--- config.mk ---
export PLATFORM = sky130hd
export DESIGN_NAME = seq_mul_unit_flat
export DESIGN_NICKNAME = d
export VERILOG_FILES = /design/src/rtl/mul_pkg.sv /design/src/rtl/seq_mul_unit_if.sv /design/src/rtl/mul_shift_datapath.sv /design/src/rtl/seq_mul_unit.sv /design/src/flat_wrapper.sv
export SDC_FILE = /design/constraint.sdc
export NUM_CORES = 1
export LEC_CHECK = 0
export BUFFER_PORTS_ARGS = -buffer_cell sky130_fd_sc_hd__buf_2
export CAP_MARGIN = 10
export CORE_MARGIN = 2
export CORE_UTILIZATION = 30
export DETAILED_ROUTE_END_ITERATION = 10
export PLACE_DENSITY = 0.53
export REMOVE_ABC_BUFFERS = 1
export SYNTH_ARGS = -nofsm -noshare
export SYNTH_HDL_FRONTEND = slang
export SYNTH_HIERARCHICAL = 1
export SYNTH_SLANG_ARGS = --single-unit
--- constraint.sdc ---
create_clock -name clk -period 3.3 [get_ports clk]
set_input_delay 0.33 -clock clk [delete_from_list [all_inputs] [get_ports clk]]
set_output_delay 0.33 -clock clk [all_outputs]
set_load 0.02 [all_outputs]
--- src/rtl/mul_pkg.sv ---
// Shared definitions for the sequential shift-add multiplier: FSM state
// encoding and the legal operand width range.
package mul_pkg;

  typedef enum logic [1:0] {
    IDLE = 2'b00,
    RUN  = 2'b01,
    FIX  = 2'b10,
    DONE = 2'b11
  } mul_state_e;

  localparam int MUL_MIN_WIDTH = 4;
  localparam int MUL_MAX_WIDTH = 64;

endpackage

--- src/rtl/seq_mul_unit_if.sv ---
// Request/response bundle of the sequential multiplier. The requester
// (ALU or bench) uses the master view, the multiplier the slave view.
interface seq_mul_unit_if #(
  parameter int WIDTH = 32
);

  logic                   Start;
  logic                   Abort;
  logic                   Signed_mode;
  logic [WIDTH-1:0]       Multiplicand_in;
  logic [WIDTH-1:0]       Multiplier_in;
  logic                   Ready;
  logic                   Busy;
  logic                   Done;
  logic [2*WIDTH-1:0]     Product;

  modport master (
    output Start, Abort, Signed_mode, Multiplicand_in, Multiplier_in,
    input  Ready, Busy, Done, Product
  );

  modport slave (
    input  Start, Abort, Signed_mode, Multiplicand_in, Multiplier_in,
    output Ready, Busy, Done, Product
  );

endinterface

--- src/rtl/mul_shift_datapath.sv ---
// Working state of the shift-add multiplier: multiplicand magnitude,
// double-width accumulator (upper half = partial sum, lower half = remaining
// multiplier bits) and the sign of the final result. Sequenced by the
// load/step/fix enables of the controlling FSM.
module mul_shift_datapath #(
  parameter int WIDTH = 32
) (
  input  logic                 clk,
  input  logic                 Reset,
  input  logic                 load,
  input  logic                 step,
  input  logic                 fix,
  input  logic                 signed_mode,
  input  logic [WIDTH-1:0]     a,
  input  logic [WIDTH-1:0]     b,
  output logic [2*WIDTH-1:0]   result
);

  logic [2*WIDTH-1:0] acc_r;
  logic [WIDTH-1:0]   mcand_r;
  logic               neg_r;
  logic [WIDTH:0]     sum_s;
  logic [2*WIDTH-1:0] acc_neg_s;

  // Unsigned magnitude of an operand. In signed mode the most-negative value
  // negates to itself, which read as unsigned is exactly 2^(WIDTH-1).
  function automatic logic [WIDTH-1:0] mag(input logic [WIDTH-1:0] x,
                                           input logic sm);
    if (sm && x[WIDTH-1]) begin
      mag = ~x + {{(WIDTH-1){1'b0}}, 1'b1};
    end else begin
      mag = x;
    end
  endfunction

  // One extra bit keeps the carry of the partial-sum add; it shifts into the
  // top accumulator bit.
  assign sum_s     = {1'b0, acc_r[2*WIDTH-1:WIDTH]} + {1'b0, mcand_r};
  assign acc_neg_s = ~acc_r + {{(2*WIDTH-1){1'b0}}, 1'b1};
  assign result    = neg_r ? acc_neg_s : acc_r;

  // Load operands, perform one shift-add iteration, or apply the sign fix.
  always_ff @(posedge clk or negedge Reset) begin
    if (!Reset) begin
      acc_r   <= {(2*WIDTH){1'b0}};
      mcand_r <= {WIDTH{1'b0}};
      neg_r   <= 1'b0;
    end else if (load) begin
      mcand_r <= mag(a, signed_mode);
      acc_r   <= {{WIDTH{1'b0}}, mag(b, signed_mode)};
      neg_r   <= signed_mode & (a[WIDTH-1] ^ b[WIDTH-1]);
    end else if (step) begin
      if (acc_r[0]) begin
        acc_r <= {sum_s, acc_r[WIDTH-1:1]};
      end else begin
        acc_r <= {1'b0, acc_r[2*WIDTH-1:1]};
      end
    end else if (fix) begin
      acc_r <= result;
    end else begin
      acc_r <= acc_r;
    end
  end

endmodule

--- src/rtl/seq_mul_unit.sv ---
// Sequential WIDTH x WIDTH -> 2*WIDTH multiplier, one iteration per clock,
// with start/done handshake, abort and signed/unsigned mode. The requester
// only ever sees the held Product register, never the working accumulator.
module seq_mul_unit
  import mul_pkg::*;
#(
  parameter int WIDTH = 32,
  parameter int CNT_W = $clog2(WIDTH) + 1
) (
  input  logic           clk,
  input  logic           Reset,
  seq_mul_unit_if.slave  bus
);

  generate
    if (WIDTH < MUL_MIN_WIDTH || WIDTH > MUL_MAX_WIDTH) begin : g_bad_width
      $error("seq_mul_unit: WIDTH out of supported range");
    end
  endgenerate

  mul_state_e          state_r;
  mul_state_e          state_s;
  logic [CNT_W-1:0]    cnt_r;
  logic                load_s;
  logic                step_s;
  logic                fix_s;
  logic                done_r;
  logic [2*WIDTH-1:0]  product_r;
  logic [2*WIDTH-1:0]  result_s;

  mul_shift_datapath #(
    .WIDTH (WIDTH)
  ) u_datapath (
    .clk         (clk),
    .Reset       (Reset),
    .load        (load_s),
    .step        (step_s),
    .fix         (fix_s),
    .signed_mode (bus.Signed_mode),
    .a           (bus.Multiplicand_in),
    .b           (bus.Multiplier_in),
    .result      (result_s)
  );

  // State register.
  always_ff @(posedge clk or negedge Reset) begin
    if (!Reset) begin
      state_r <= IDLE;
    end else begin
      state_r <= state_s;
    end
  end

  // Next-state and datapath enables; Abort only acts while working, Start
  // beats a simultaneous Abort in IDLE.
  always_comb begin
    state_s = state_r;
    load_s  = 1'b0;
    step_s  = 1'b0;
    fix_s   = 1'b0;
    case (state_r)
      IDLE: begin
        if (bus.Start) begin
          load_s  = 1'b1;
          state_s = RUN;
        end else begin
          state_s = IDLE;
        end
      end
      RUN: begin
        if (bus.Abort) begin
          state_s = IDLE;
        end else begin
          step_s = 1'b1;
          if (cnt_r == CNT_W'(WIDTH - 1)) begin
            state_s = FIX;
          end else begin
            state_s = RUN;
          end
        end
      end
      FIX: begin
        if (bus.Abort) begin
          state_s = IDLE;
        end else begin
          fix_s   = 1'b1;
          state_s = DONE;
        end
      end
      DONE: begin
        state_s = IDLE;
      end
      default: begin
        state_s = IDLE;
      end
    endcase
  end

  // Iteration counter, cleared on load and advanced once per RUN step.
  always_ff @(posedge clk or negedge Reset) begin
    if (!Reset) begin
      cnt_r <= {CNT_W{1'b0}};
    end else if (load_s) begin
      cnt_r <= {CNT_W{1'b0}};
    end else if (step_s) begin
      cnt_r <= cnt_r + {{(CNT_W-1){1'b0}}, 1'b1};
    end else begin
      cnt_r <= cnt_r;
    end
  end

  // Result capture: the sign-corrected value is registered on the edge that
  // enters DONE, so Product and the Done pulse appear together in DONE.
  always_ff @(posedge clk or negedge Reset) begin
    if (!Reset) begin
      product_r <= {(2*WIDTH){1'b0}};
      done_r    <= 1'b0;
    end else if (fix_s) begin
      product_r <= result_s;
      done_r    <= 1'b1;
    end else begin
      product_r <= product_r;
      done_r    <= 1'b0;
    end
  end

  assign bus.Ready   = (state_r == IDLE);
  assign bus.Busy    = (state_r == RUN) || (state_r == FIX);
  assign bus.Done    = done_r;
  assign bus.Product = product_r;

endmodule

--- src/flat_wrapper.sv ---
// flat-port wrapper written by rule: the top's interface ports become plain ports
module seq_mul_unit_flat import mul_pkg::*;
#(
  parameter int WIDTH = 32,
  parameter int CNT_W = $clog2(WIDTH) + 1
)
  (clk, Reset, bus_Start, bus_Abort, bus_Signed_mode, bus_Multiplicand_in, bus_Multiplier_in, bus_Ready, bus_Busy, bus_Done, bus_Product);
  seq_mul_unit_if #(.WIDTH(WIDTH)) bus_i ();
  input  logic clk;
  input  logic Reset;
  input wire logic [$bits(bus_i.Start)-1:0] bus_Start;
  input wire logic [$bits(bus_i.Abort)-1:0] bus_Abort;
  input wire logic [$bits(bus_i.Signed_mode)-1:0] bus_Signed_mode;
  input wire logic [$bits(bus_i.Multiplicand_in)-1:0] bus_Multiplicand_in;
  input wire logic [$bits(bus_i.Multiplier_in)-1:0] bus_Multiplier_in;
  output wire logic [$bits(bus_i.Ready)-1:0] bus_Ready;
  output wire logic [$bits(bus_i.Busy)-1:0] bus_Busy;
  output wire logic [$bits(bus_i.Done)-1:0] bus_Done;
  output wire logic [$bits(bus_i.Product)-1:0] bus_Product;
  assign bus_i.Start = bus_Start;
  assign bus_i.Abort = bus_Abort;
  assign bus_i.Signed_mode = bus_Signed_mode;
  assign bus_i.Multiplicand_in = bus_Multiplicand_in;
  assign bus_i.Multiplier_in = bus_Multiplier_in;
  assign bus_Ready = bus_i.Ready;
  assign bus_Busy = bus_i.Busy;
  assign bus_Done = bus_i.Done;
  assign bus_Product = bus_i.Product;
  seq_mul_unit #(.WIDTH(WIDTH), .CNT_W(CNT_W)) u_core (.clk(clk), .Reset(Reset), .bus(bus_i));
endmodule
## After elaboration in Yosys (flattened, before gate mapping)

Cells that the tools add are included.

| word-level totals | value |
|---|---|
| bits in registers | 170 |

| cells by class | value |
|---|---|
| add/sub/neg operators | 5 |
| eq/ne operators | 4 |
| multiplexer cells | 20 |
| bitwise logic cells | 5 |
| reduce and logical (&&, ||, !) cells | 6 |

Operators with widths:

| cell | number |
|---|---|
| $mux W64 | 5 |
| $add A32 B1 Y32 const B | 2 |
| $add A64 B1 Y64 const B | 1 |
| $mux W32 | 2 |
| $not A32 Y32 | 2 |
| $not A64 Y64 | 1 |
| $add A32 B32 Y33 | 1 |
| $mux W6 | 2 |
| $pmux W2 S4 | 1 |
| $mux W1 | 7 |
| $add A6 B1 Y6 const B | 1 |
| $eq A6 B5 Y1 const B | 1 |
| $mux W2 | 3 |
| $eq A2 B2 Y1 const B | 2 |
| $reduce_bool A3 Y1 | 1 |
| $eq A2 B1 Y1 const B | 1 |
| $logic_and A1 B1 Y1 | 2 |
| $logic_not A2 Y1 | 1 |
| $reduce_bool A2 Y1 | 1 |
| $and A1 B1 Y1 | 1 |
| $logic_or A1 B1 Y1 | 1 |
| $xor A1 B1 Y1 | 1 |

## Depth between registers and ports, before layout

| logic depth | value |
|---|---|
| word-level depth | 6 |
| mapped depth | 12 |
| gate-level depth less buffers | 12 |

## Cells and area by module

Netlist, hierarchy kept.

By module, submodules not included:

| module | instances | cells each | area an instance (sq um) | seq. area each (sq um) |
|---|---|---|---|---|
| mul_shift_datapath | 1 | 1180 | 9185.1 | 2427.3 |
| seq_mul_unit | 1 | 182 | 2967.8 | 1826.8 |

## Worst setup path after synthesis

OpenSTA, ideal clock, no wires.

| timing path | value |
|---|---|
| kind | reg-to-reg |
| start point | register u_core.u_datapath.acc_r[14] |
| end point | register u_core.product_r[47], in the netlist u_core/bus.Product[47] |
| arrival | 3207 ps |
| data required time | 3175 ps |
| setup slack | -31 ps |
| stages on the path, launching flop included | 10 |
| path buffers | 0 |
| clock period less this slack | 3331 ps |
| cell sequence | dfrtp_1 -> or4_4 -> or4b_4 -> or4_4 -> nor4_4 -> nand2_2 -> nand2_1 -> nor2_1 -> or2_2 -> mux2_2 |

| on the way | value |
|---|---|
| cells in the longest elaborated chain, start to end | 3 |

Ends and longest elaborated chain:

| item | line | text |
|---|---|---|
| start, declared | mul_shift_datapath.sv:19 | `logic [2*WIDTH-1:0] acc_r;` |
| start signal, assigned | mul_shift_datapath.sv:45 | `acc_r <= {(2*WIDTH){1'b0}};` |
| start signal, assigned | mul_shift_datapath.sv:50 | `acc_r <= {{WIDTH{1'b0}}, mag(b, signed_mode)};` |
| start signal, assigned | mul_shift_datapath.sv:54 | `acc_r <= {sum_s, acc_r[WIDTH-1:1]};` |
| $not A64 Y64 | mul_shift_datapath.sv:39 | `assign acc_neg_s = ~acc_r + {{(2*WIDTH-1){1'b0}}, 1'b1};` |
| $add A64 B1 Y64 | mul_shift_datapath.sv:39 |  |
| $mux W64 | mul_shift_datapath.sv:40 | `assign result = neg_r ? acc_neg_s : acc_r;` |
| via u_core.result_s[47] | seq_mul_unit.sv:29 | `logic [2*WIDTH-1:0] result_s;` |
| end signal, assigned | seq_mul_unit.sv:116 | `product_r <= {(2*WIDTH){1'b0}};` |
| end signal, assigned | seq_mul_unit.sv:119 | `product_r <= result_s;` |
| end signal, assigned | seq_mul_unit.sv:122 | `product_r <= product_r;` |
| end, declared | seq_mul_unit.sv:28 | `logic [2*WIDTH-1:0] product_r;` |

The timed path passes the listed nets, and every way through them passes these cells.
A chain may end at the register's enable or synchronous reset.

## Worst setup path in the final report

| timing path | value |
|---|---|
| start point | register u_core.u_datapath.acc_r[14] |
| end point | register u_core.u_datapath.acc_r[60] |

| on the way | value |
|---|---|
| cells in the longest elaborated chain, start to end | 6 |

Ends and longest elaborated chain:

| item | line | text |
|---|---|---|
| $not A64 Y64 | mul_shift_datapath.sv:39 |  |
| $add A64 B1 Y64 | mul_shift_datapath.sv:39 |  |
| $mux W64 | mul_shift_datapath.sv:40 |  |
| via u_core.result_s[60] | seq_mul_unit.sv:29 |  |
| $mux W64 | mul_shift_datapath.sv:58 | `end else if (fix) begin` |
| $mux W64 | mul_shift_datapath.sv:52 | `end else if (step) begin` |
| $mux W64 | mul_shift_datapath.sv:48 | `end else if (load) begin` |

The timed path passes the listed nets, and every way through them passes these cells. The select of a mux whose other input is x is not followed.

==> results.ini <==
[timing]
setup_violations=0
slew_violations=0
finalSetupTns_ns=0
max_freq_ghz=0.313
finalCriticalPeriod_ns=3.20
timing.final.hold_violations=0
period_share_pct=96.8
setup_ws_ns=0.104
max_slew_margin_pct=22.0
fin_skew_ns=0.0176
tightest_slew_ns=1.16

[min_path]
min_path_type=in2reg
holdPathEnd=u_core/u_datapath/acc_r[0]
hold_depth=3
worstHoldStart=bus_Multiplier_in[0]

[cells_and_area]
n_fill_cell=4138
seq_area_um2=4260
area_delta_synth_final_pct=19.3
final_cell_area_um2=14500
diodes=0
drive_above_1_share_pct=23.8
layout.nets=1624
multi_input_area_um2=7510
fin_util_pct=36.4

[route]
drt_iter0_markers=623
vias=10700
wl_per_cell_um=18.3
routed_wl_um=37600
viasPerCell=5.23
first_pass_iters=5
drcViolationCount=0
postRouteAntennaNets=0

[job]
max_cap_violations=0

[die]
start_util_pct=30.5
row_count=73
dieWidth_um=205
io_pins=136
dieHeight_um=205
core_um2=39800
die_area_um2=42100

[clock_tree]
clock-sinks=170
htree_levels=4
clkLatencyLatePin_ns=0.45
cts_inserted_buffers=17
cts_root_buffer=clkbuf_16
postCtsSetupBuffers=0
tritoncts=built
clk_pin_slew_worst_paths_ns=0.08
clockBufferDepth=2

[setup_path]
cp_common_cell=nand2_1
worst-path-max-fanout=4
rr_worst_depth=10
slowest_stage=or4_4
path_class=reg2reg
critical_path.top_delay_family=simple AND/OR/NAND/NOR gates
start_kind=register
rr_endpoint=u_core/u_datapath/acc_r[60]
crit_arrival_ns=3.53
reg2reg_slack_ns=0.10
critPathMaxStageDelay_ns=0.54
end_kind=register
path_buf_inv=1
timing.rr.start=u_core/u_datapath/acc_r[14]
critPathRequiredTime_ns=3.64
crit_chain=or4_4 -> or4b_4 -> buf_4 -> or3_1 -> o41a_1 -> a21oi_1 -> xnor2_1 -> nand2_1 -> nand2_1 -> a32o_1

[place]
dpl_cell_area_um2=13800
port_buffers=135
pre_cts_ws_ns=-0.198
hpwl_um=27500
place.gp.congestion=0.884

[synthesis]
syn_area_um2=12200
synth-xor-area-share_pct=13.3
synthMuxAreaShare_pct=8.95
ys_seq_area_share_pct=35.0
ys_top_cells_by_area=dfrtp_1, xnor2_1, a21oi_1
ys_async_sr_fraction_pct=100
ys_ff_latch=170
yosys.area.top_type=dfrtp_1
syn_area_per_cell_um2=8.92
yosys.area.top_type_share_pct=35.0
ys.warnings.count=6
synth.most_common_cell=dfrtp_1
ys.flop_type=dfrtp_1
syn_inst=1362
synth_simple_gate_area_share_pct=15.2
synth_top_family_by_area=compound AO/OA/AOI/OAI gates
synth-edff-count=0
synth-compound-area-share_pct=19.2
yosys-top-cells-count=dfrtp_1, xnor2_1, a21oi_1
synth_adder_area_share_pct=4.28
yosys.cell_types.count=71

[power]
power_density_nw_per_um2=876
peakVddDrop_v=0.000359
leakage_nw=6.35

[global_routing]
grt_pass1_wl_um=59700
grt_max_degree=120
grt_pass1_vias=10600
track_usage_pct=18.1
antenna_found_initial=0
grt_overflow=0

[status]
status=complete, no violations

==> timing repair <==
action | 4_1_cts | 5_1_grt
hold endpoints to repair | 5 | 0
pin swaps | 3 | 5
hold buffers | 1 | 0
gates resized for setup | 5 | 16
setup endpoints to repair | 4 | 19
==> cell type report <==
| class | count | share of cell area (%) |
|---|---|---|
| Multi-Input combinational cell | 1073 | 51.8 |
| Sequential cell | 170 | 29.3 |
| Timing Repair Buffer | 220 | 9.55 |
| Tap cell | 525 | 4.53 |
| Clock buffer | 19 | 3.05 |
| Clock inverter | 13 | 0.914 |
| Inverter | 32 | 0.828 |
==> cells by family after synthesis <==
logic type | after synthesis
and+or+nand+nor | 380
muxes | 90
xor gates and xnor gates | 185
adders and majority gates | 41
AOI/OAI and AO/OA | 377
DFF | 170
buffers and inverters | 119
==> power breakdown <==
group	internal (W)	switching, W
combinational	0.00314	0.00419
clock	0.00108	0.000954
sequential	0.00266	0.000682
==> tightest hold or removal path, stage by stage <==
cell     delay, ns
buf_2         0.13
nand2_1       0.05
o21ai_0       0.06
==> placed cells by master, fill, tap and decap left out, types with 7 or more instances in the layout <==
master | netlist | layout
nand4_1 | 9 | 9
nor2_1 | 123 | 122
mux2i_1 | 22 | 22
a21oi_1 | 129 | 129
or2_2 | 12 | 12
o31ai_1 | 21 | 18
a21o_1 | 18 | 18
and2_1 | 10 | 9
inv_1 | 30 | 30
nand2b_1 | 14 | 14
nand3_1 | 21 | 21
a31oi_1 | 10 | 10
nor3_1 | 25 | 25
nand2_1 | 96 | 96
buf_4 | 1 | 79
o21ai_0 | 100 | 93
o21ai_1 | 0 | 7
xor2_1 | 55 | 55
o41ai_1 | 14 | 11
dfrtp_1 | 170 | 169
mux2_4 | 27 | 27
or4_1 | 9 | 9
nor4_1 | 10 | 9
xnor2_1 | 130 | 130
clkbuf_16 | 0 | 17
buf_2 | 3 | 134
or3_1 | 23 | 22
o22ai_1 | 17 | 17
ha_1 | 40 | 40
a211oi_1 | 13 | 13
mux2_2 | 41 | 41
a221oi_1 | 10 | 9
==> metal layers <==
metal  vias to the layer above  global-route usage (%)  wire (um)
met5                         -                       0          0
met4                         0                    5.81        919
met3                        42                    2.58       1520
met2                       263                    29.2      17200
met1                      5247                    24.9      18000
li1                       5176                       -          -
==> how the worst max path moves through the flow <==
stage	depth (start not counted)	from	slack, ns	endpoint
5_1_grt	12	u_core/u_datapath/acc_r[14]	-0.003	u_core/u_datapath/acc_r[54]
4_1_cts	10	u_core/u_datapath/acc_r[14]	0.06	u_core/u_datapath/acc_r[60]
3_3_place_gp	9	u_core/u_datapath/acc_r[14]	0.002	u_core/u_datapath/acc_r[61]
6_report	10	u_core/u_datapath/acc_r[14]	0.10	u_core/u_datapath/acc_r[60]
2_1_floorplan	8	u_core/state_r[0]	-2.24	u_core/u_datapath/acc_r[57]
3_5_place_dp	9	u_core/u_datapath/acc_r[14]	-0.20	u_core/u_datapath/acc_r[61]
==> metrics by stage <==
stage	instances	hold slack (ns)	total power, W
after floorplan	1275	0.0344	0.00831
after global placement	2019	0.473	0.0105
after CTS	2052	0.145	0.0127
after global routing	2052	0.168	0.0138
final	2052	0.159	0.0127
after detailed placement	2019	0.468	0.0106
==> flip-flops by register name (all words and copies together), names as in the netlist <==
register and cells:
u_core/bus.Done 1, u_core/bus.Product 64, u_core/cnt_r 6, u_core/state_r 2, u_core/u_datapath/acc_r 64, u_core/u_datapath/mcand_r 32, u_core/u_datapath/neg_r 1
Power figures use the tool's default switching activity.
